**src/rtl/ecc_ram_pkg.sv**
```systemverilog
// ecc_ram_pkg
//   Shared definitions for the ECC multiplier RAM sequencers:
//   command codes, the chunk-swap FSM state encoding and the
//   RAM select encodings used on the source/destination select inputs.
package ecc_ram_pkg;

    localparam logic [3:0] CMD_SWAP = 4'h5;

    typedef enum logic [1:0] {
        IDLE  = 2'd0,
        ISSUE = 2'd1,
        DRAIN = 2'd2,
        DONE  = 2'd3
    } swap_state_t;

    // Source select: 1 = RAM C, 0 = RAM D.
    localparam logic SRC_C = 1'b1;
    localparam logic SRC_D = 1'b0;
    // Destination select: 1 = RAM A, 0 = RAM B.
    localparam logic DST_A = 1'b1;
    localparam logic DST_B = 1'b0;

endpackage

```
**src/rtl/ram_rd_lat_pipe.sv**
```systemverilog
// ram_rd_lat_pipe
//   Delay line that models RAM read latency for a sequencer: a token
//   (valid + index) presented on the input appears on the output exactly
//   DEPTH cycles later. Cleared by the synchronous reset.
// Ports:
//   clk, rst            clock, synchronous active-high reset
//   in_valid, in_idx    token entering the line this cycle
//   out_valid, out_idx  token leaving the line this cycle
//   busy                any token still in flight
module ram_rd_lat_pipe #(
    parameter int DEPTH = 2,
    parameter int IDX_W = 3
) (
    input  logic             clk,
    input  logic             rst,
    input  logic             in_valid,
    input  logic [IDX_W-1:0] in_idx,
    output logic             out_valid,
    output logic [IDX_W-1:0] out_idx,
    output logic             busy
);

    logic [DEPTH-1:0] vld;
    logic [IDX_W-1:0] idx [DEPTH];

    always_ff @(posedge clk) begin
        if (rst) begin
            vld <= '0;
            for (int i = 0; i < DEPTH; i++) idx[i] <= '0;
        end else begin
            vld[0] <= in_valid;
            idx[0] <= in_idx;
            for (int i = 1; i < DEPTH; i++) begin
                vld[i] <= vld[i-1];
                idx[i] <= idx[i-1];
            end
        end
    end

    assign out_valid = vld[DEPTH-1];
    assign out_idx   = idx[DEPTH-1];
    assign busy      = |vld;

endmodule

```
**src/rtl/ram_chunk_swap_sequencer.sv**
```systemverilog
// ram_chunk_swap_sequencer
//   On CMD_SWAP, streams n = min(num_chunks, CHUNK_MAX) chunks from RAM C/D
//   into RAM A/B, addresses walking downward from read_addr / write_addr.
//   Source addresses are issued one per cycle; each issue's destination
//   write appears RD_LAT cycles later. A one-cycle interrupt marks completion.
// Ports:
//   clk, rst                          clock, synchronous active-high reset
//   command                           command bus (CMD_SWAP starts a transfer)
//   read_addr, write_addr, num_chunks transfer parameters, sampled at start
//   select_ram_c_or_d                 1 = source C, 0 = source D
//   select_ram_a_or_b                 1 = destination A, 0 = destination B
//   adbus_c, adbus_d                  source read addresses
//   select_ram_c_dma/_d_dma           read-data steering to the destination
//   w_a/adbus_a, w_b/adbus_b          destination write enables and addresses
//   cmd_swap                          busy flag
//   cmd_reject                        CMD_SWAP seen while busy (combinational)
//   interrupt                         one-cycle completion pulse
module ram_chunk_swap_sequencer #(
    parameter int         ADDR_W    = 3,
    parameter int         CHUNK_MAX = 4,
    parameter int         RD_LAT    = 2,
    parameter logic [3:0] CMD_SWAP  = ecc_ram_pkg::CMD_SWAP
) (
    input  logic                             clk,
    input  logic                             rst,
    input  logic [3:0]                       command,
    input  logic [ADDR_W-1:0]                read_addr,
    input  logic [ADDR_W-1:0]                write_addr,
    input  logic [$clog2(CHUNK_MAX+1)-1:0]   num_chunks,
    input  logic                             select_ram_c_or_d,
    input  logic                             select_ram_a_or_b,
    output logic [ADDR_W-1:0]                adbus_c,
    output logic [ADDR_W-1:0]                adbus_d,
    output logic                             select_ram_c_dma,
    output logic                             select_ram_d_dma,
    output logic                             w_a,
    output logic [ADDR_W-1:0]                adbus_a,
    output logic                             w_b,
    output logic [ADDR_W-1:0]                adbus_b,
    output logic                             cmd_swap,
    output logic                             cmd_reject,
    output logic                             interrupt
);
    import ecc_ram_pkg::*;

    localparam int CNT_W = $clog2(CHUNK_MAX+1);

    swap_state_t       state;
    logic [ADDR_W-1:0] rd_base, wr_base;
    logic [CNT_W-1:0]  n_lat, next_k;
    logic              src_sel, dst_sel;

    logic              start;
    logic [CNT_W-1:0]  n_clamped;
    logic              launch_valid;
    logic [CNT_W-1:0]  launch_idx;
    logic              tok_valid;
    logic [CNT_W-1:0]  tok_idx;
    logic              pipe_busy;

    // The token for issue k enters the delay line in the cycle before its
    // address becomes visible, so it leaves the line one cycle before the
    // write and the write outputs can be registered: address at T+1+k,
    // write at T+1+RD_LAT+k.
    always_comb begin
        start        = (state == IDLE) && (command == CMD_SWAP);
        n_clamped    = (num_chunks > CNT_W'(CHUNK_MAX)) ? CNT_W'(CHUNK_MAX) : num_chunks;
        launch_valid = (start && (n_clamped != '0)) ||
                       ((state == ISSUE) && (next_k < n_lat));
        launch_idx   = (state == IDLE) ? '0 : next_k;
    end

    assign cmd_reject = !rst && cmd_swap && (command == CMD_SWAP);

    ram_rd_lat_pipe #(
        .DEPTH (RD_LAT),
        .IDX_W (CNT_W)
    ) u_pipe (
        .clk       (clk),
        .rst       (rst),
        .in_valid  (launch_valid),
        .in_idx    (launch_idx),
        .out_valid (tok_valid),
        .out_idx   (tok_idx),
        .busy      (pipe_busy)
    );

    always_ff @(posedge clk) begin
        if (rst) begin
            state            <= IDLE;
            rd_base          <= '0;
            wr_base          <= '0;
            n_lat            <= '0;
            next_k           <= '0;
            src_sel          <= 1'b0;
            dst_sel          <= 1'b0;
            adbus_c          <= '0;
            adbus_d          <= '0;
            select_ram_c_dma <= 1'b0;
            select_ram_d_dma <= 1'b0;
            w_a              <= 1'b0;
            adbus_a          <= '0;
            w_b              <= 1'b0;
            adbus_b          <= '0;
            cmd_swap         <= 1'b0;
            interrupt        <= 1'b0;
        end else begin
            // Write path: driven purely by tokens leaving the delay line.
            w_a              <= 1'b0;
            w_b              <= 1'b0;
            select_ram_c_dma <= 1'b0;
            select_ram_d_dma <= 1'b0;
            if (tok_valid) begin
                select_ram_c_dma <= (src_sel == SRC_C);
                select_ram_d_dma <= (src_sel != SRC_C);
                if (dst_sel == DST_A) begin
                    w_a     <= 1'b1;
                    adbus_a <= wr_base - ADDR_W'(tok_idx);
                end else begin
                    w_b     <= 1'b1;
                    adbus_b <= wr_base - ADDR_W'(tok_idx);
                end
            end

            case (state)
                IDLE: begin
                    if (start) begin
                        rd_base  <= read_addr;
                        wr_base  <= write_addr;
                        n_lat    <= n_clamped;
                        src_sel  <= select_ram_c_or_d;
                        dst_sel  <= select_ram_a_or_b;
                        cmd_swap <= 1'b1;
                        if (n_clamped == '0) begin
                            state     <= DONE;
                            interrupt <= 1'b1;
                        end else begin
                            state  <= ISSUE;
                            next_k <= CNT_W'(1);
                            if (select_ram_c_or_d == SRC_C) adbus_c <= read_addr;
                            else                            adbus_d <= read_addr;
                        end
                    end
                end
                ISSUE: begin
                    if (next_k < n_lat) begin
                        next_k <= next_k + CNT_W'(1);
                        if (src_sel == SRC_C) adbus_c <= rd_base - ADDR_W'(next_k);
                        else                  adbus_d <= rd_base - ADDR_W'(next_k);
                    end else begin
                        state <= DRAIN;
                    end
                end
                DRAIN: begin
                    if (!pipe_busy) begin
                        state     <= DONE;
                        interrupt <= 1'b1;
                    end
                end
                DONE: begin
                    interrupt <= 1'b0;
                    cmd_swap  <= 1'b0;
                    state     <= IDLE;
                end
                default: state <= IDLE;
            endcase
        end
    end

endmodule

```
**config.mk**
```make
export PLATFORM = sky130hd
export DESIGN_NAME = ram_chunk_swap_sequencer
export DESIGN_NICKNAME = d
export VERILOG_FILES = /design/src/rtl/ecc_ram_pkg.sv /design/src/rtl/ram_rd_lat_pipe.sv /design/src/rtl/ram_chunk_swap_sequencer.sv
export SDC_FILE = /design/constraint.sdc
export NUM_CORES = 1
export LEC_CHECK = 0
export BUFFER_PORTS_ARGS = -buffer_cell sky130_fd_sc_hd__buf_2
export CAP_MARGIN = 30
export CORE_ASPECT_RATIO = 1.1
export CORE_MARGIN = 5
export CORE_UTILIZATION = 35
export DETAILED_ROUTE_END_ITERATION = 7
export GPL_TIMING_DRIVEN = 1
export PLACE_DENSITY = 0.53
export SYNTH_ARGS = -nofsm -noshare
export SYNTH_HDL_FRONTEND = slang
export SYNTH_SLANG_ARGS = --single-unit
```
**constraint.sdc**
```tcl
create_clock -name clk -period 2.5 [get_ports clk]
set_input_delay 0.25 -clock clk [delete_from_list [all_inputs] [get_ports clk]]
set_output_delay 0.25 -clock clk [all_outputs]
set_load 0.05 [all_outputs]
```
==> flow_summary.toml <==
[synthesis]
yosysSeqAreaShare = 0.440
syn_inst = 209
synthesis.nets = 239
avgSynthCellArea_sq_um = 9.14
synth-seq-cells = 42
synth_area_sq_mm = 0.00191
synth_cell_type_count = 36
ys_warn_count = 0

[placed_design]
gp_congestion = 0.758
dp_hpwl_um = 3060
dp_cells = 312
io_buffers = 35

[global_route]
overflow = 0
antenna_found_initial = 0
grt_max_degree = 30
grt_pass1_vias = 1485
grt_pass1_wl_um = 7090
gr-usage-all-layers = 0.133

[route]
first_pass_iters = 4
ant_nets = 0
first_iter_violations = 67
vias = 1500
vias_per_cell = 4.69
drcViolationCount = 0
drt-wirelength-per-cell_um = 13.1
drt-total-wl_um = 4180

[sta]
finalSetupTns_ns = 0
timing.final.crit_share = 0.771
slew_violations = 0
skew_ns = 0.00233
clock.fmax_mhz = 519
hold_viol = 0
maxSlewHeadroom = 0.646
setup_viol = 0
fin_crit_ns = 1.93
worstMarginPinSlew_ns = 0.529
rsz0062_at_grt = "no"

[run_status]
outcome = "completed"

[die]
initial_utilization = 0.356
die_y_um = 87.5
dieWidth_um = 80.4
die_area_sq_mm = 0.00704
num_rows = 28
ios = 36
core_area_sq_mm = 0.00536

[clock_network]
clock_path_buffers = 2
cts_root_buf = "clkbuf_8"
numCtsBuffers = 5
clk_latency_ns = 0.30
cts_setup_buffers = 0
hold_buffers = 0
cts_max_level = 2
clkTransAtPathRegs_ns = 0.08
ctsResizeCount = 0
clock_sinks = 42
tritoncts = "yes"

[layout]
fin_nets = 274
nFillCells = 564
drive_above_1_share = 0.208
area_delta_synth_final_pct = 20.6
final_cells = 320
diodes = 0

[pwr]
pwr_density_cell_mw_per_mm2 = 879
peakVddDrop_v = 0.000463
leakagePower_nw = 0.964
finalPower_mw = 2.02

[worst_setup_path]
slowest_delay_ns = 0.40
crit_required_ns = 2.73
cp_cell_sequence = "inv_1 -> ha_1 -> inv_1 -> nor2_1 -> buf_4 -> nand2_1 -> a21oi_1"
crit_path_end_kind = "flip-flop"
arrival_ns = 2.16
cp.buffers_inverters = 3
slowest_stage = "ha_1"
critPathMaxFanout = 9
crit_family = "buffers and inverters"
crit_top_cell = "inv_1"
critPathKind = "reg2reg"
crit_path_start_kind = "flip-flop"

[run]
drv_cap = 0

[worst_hold_path]
min_path_type = "in2reg"
==> layout make-up <==
cell class / count / area, sq um / area share
multi-input cells: 145 / 983 / 0.427
flip-flops and latches: 42 / 841 / 0.365
repair buffers: 38 / 198 / 0.0858
well taps: 75 / 93.8 / 0.0407
clock buffers: 6 / 82.6 / 0.0359
clock inverters: 2 / 60.1 / 0.0261
inverters: 12 / 45.0 / 0.0196
==> cell usage in the layout, fill, tap and decap left out, types with 3 or more instances in the layout <==
cell      instances
dfxtp_1          42
nand2_1          37
buf_2            35
a21oi_1          23
inv_1            12
nor2_1           11
ha_1             11
mux2i_1           9
nor2b_1           7
clkbuf_8          6
a311oi_1          5
and3_1            4
xnor2_1           4
o211ai_1          3
a211oi_1          3
and2_1            3
buf_4             3
==> cells by family after synthesis <==
group	Yosys count	share of synthesized area
flip-flops	42	0.440
AND/OR/NAND/NOR	70	0.177
adder cells (fa/ha/maj)	13	0.0930
AO/OA/AOI/OAI	49	0.179
XOR/XNOR	4	0.0183
multiplexers	9	0.0472
buffers and inverters	22	0.0452
==> power by group <==
| part | internal (mW) | total (mW) | leakage, nW | switching [mW] |
|---|---|---|---|---|
| sequential | 0.720 | 0.765 | 0.340 | 0.0444 |
| clock | 0.426 | 0.660 | 0.0714 | 0.234 |
| combinational | 0.217 | 0.600 | 0.553 | 0.382 |
| total | 1.36 | 2.02 | 0.964 | 0.661 |
==> metal layers <==
metal | vias to the layer above | track usage | wire [um]
li1 | 789 | - | -
met5 | - | 0 | 0
met2 | 28 | 0.218 | 1960
met1 | 678 | 0.165 | 1950
met3 | 5 | 0.0393 | 198
met4 | 0 | 0.0507 | 68
==> tightest hold or removal path, cell delays in order <==
cell     delay [ns]
buf_2          0.09
nand2_1        0.04
a21oi_1        0.05
==> per-stage QoR <==
step	worst slack, ns	util	area [sq um]	hold slack, ns
finish	0.572	0.430	2300	0.181
global placement	0.598	0.403	2160	0.416
floorplan	0.860	-	1910	0.386
detailed placement	0.575	0.403	2160	0.425
CTS	0.545	0.430	2300	0.178
global route	0.310	0.430	2300	0.176
==> Yosys cell counts, drive strengths merged <==
cell type | n | share of area
a41oi | 1 | 0.0046
a22o | 1 | 0.0046
o32ai | 1 | 0.0046
nor2 | 11 | 0.022
nand3b | 2 | 0.0079
and4bb | 1 | 0.0085
and2 | 3 | 0.0098
and3 | 4 | 0.013
or3 | 1 | 0.0059
o21ai | 4 | 0.010
o21a | 1 | 0.0039
ha | 11 | 0.072
inv | 12 | 0.024
nand4bb | 1 | 0.0059
clkbuf | 7 | 0.014
o211ai | 3 | 0.012
buf | 3 | 0.0079
nor3 | 1 | 0.0026
nand3 | 1 | 0.0026
nand2 | 37 | 0.073
a311oi | 5 | 0.023
mux2i | 9 | 0.047
xnor2 | 4 | 0.018
a21oi | 23 | 0.060
nor2b | 7 | 0.023
nand2b | 1 | 0.0033
fa | 2 | 0.021
a211o | 3 | 0.023
a31oi | 2 | 0.014
dfxtp | 42 | 0.44
a22oi | 1 | 0.0039
a211oi | 3 | 0.012
o22ai | 1 | 0.0033
==> worst paths after layout <==
| path | start | endpoint | slack (ns) | cells past startpoint |
|---|---|---|---|---|
| worst max-delay path | state[0] | u_pipe.vld[0] | 0.57 | 7 |
| worst min register to register | u_pipe.idx[0][1] | u_pipe.idx[0][4] | 0.44 | 1 |
| worst max register to register | state[0] | u_pipe.vld[0] | 0.57 | 7 |
| worst min-delay path | write_addr[0] | wr_base[0] | 0.18 | 3 |
==> registers in the layout, summed over array words and instances (netlist names) <==
register,count
u_pipe.vld,2
cmd_swap,1
adbus_a,3
n_lat,3
interrupt,1
select_ram_d_dma,1
adbus_b,3
wr_base,3
next_k,3
u_pipe.idx,6
adbus_c,3
dst_sel,1
w_a,1
rd_base,3
state,2
select_ram_c_dma,1
src_sel,1
w_b,1
adbus_d,3
Power figures use the tool's default switching activity.
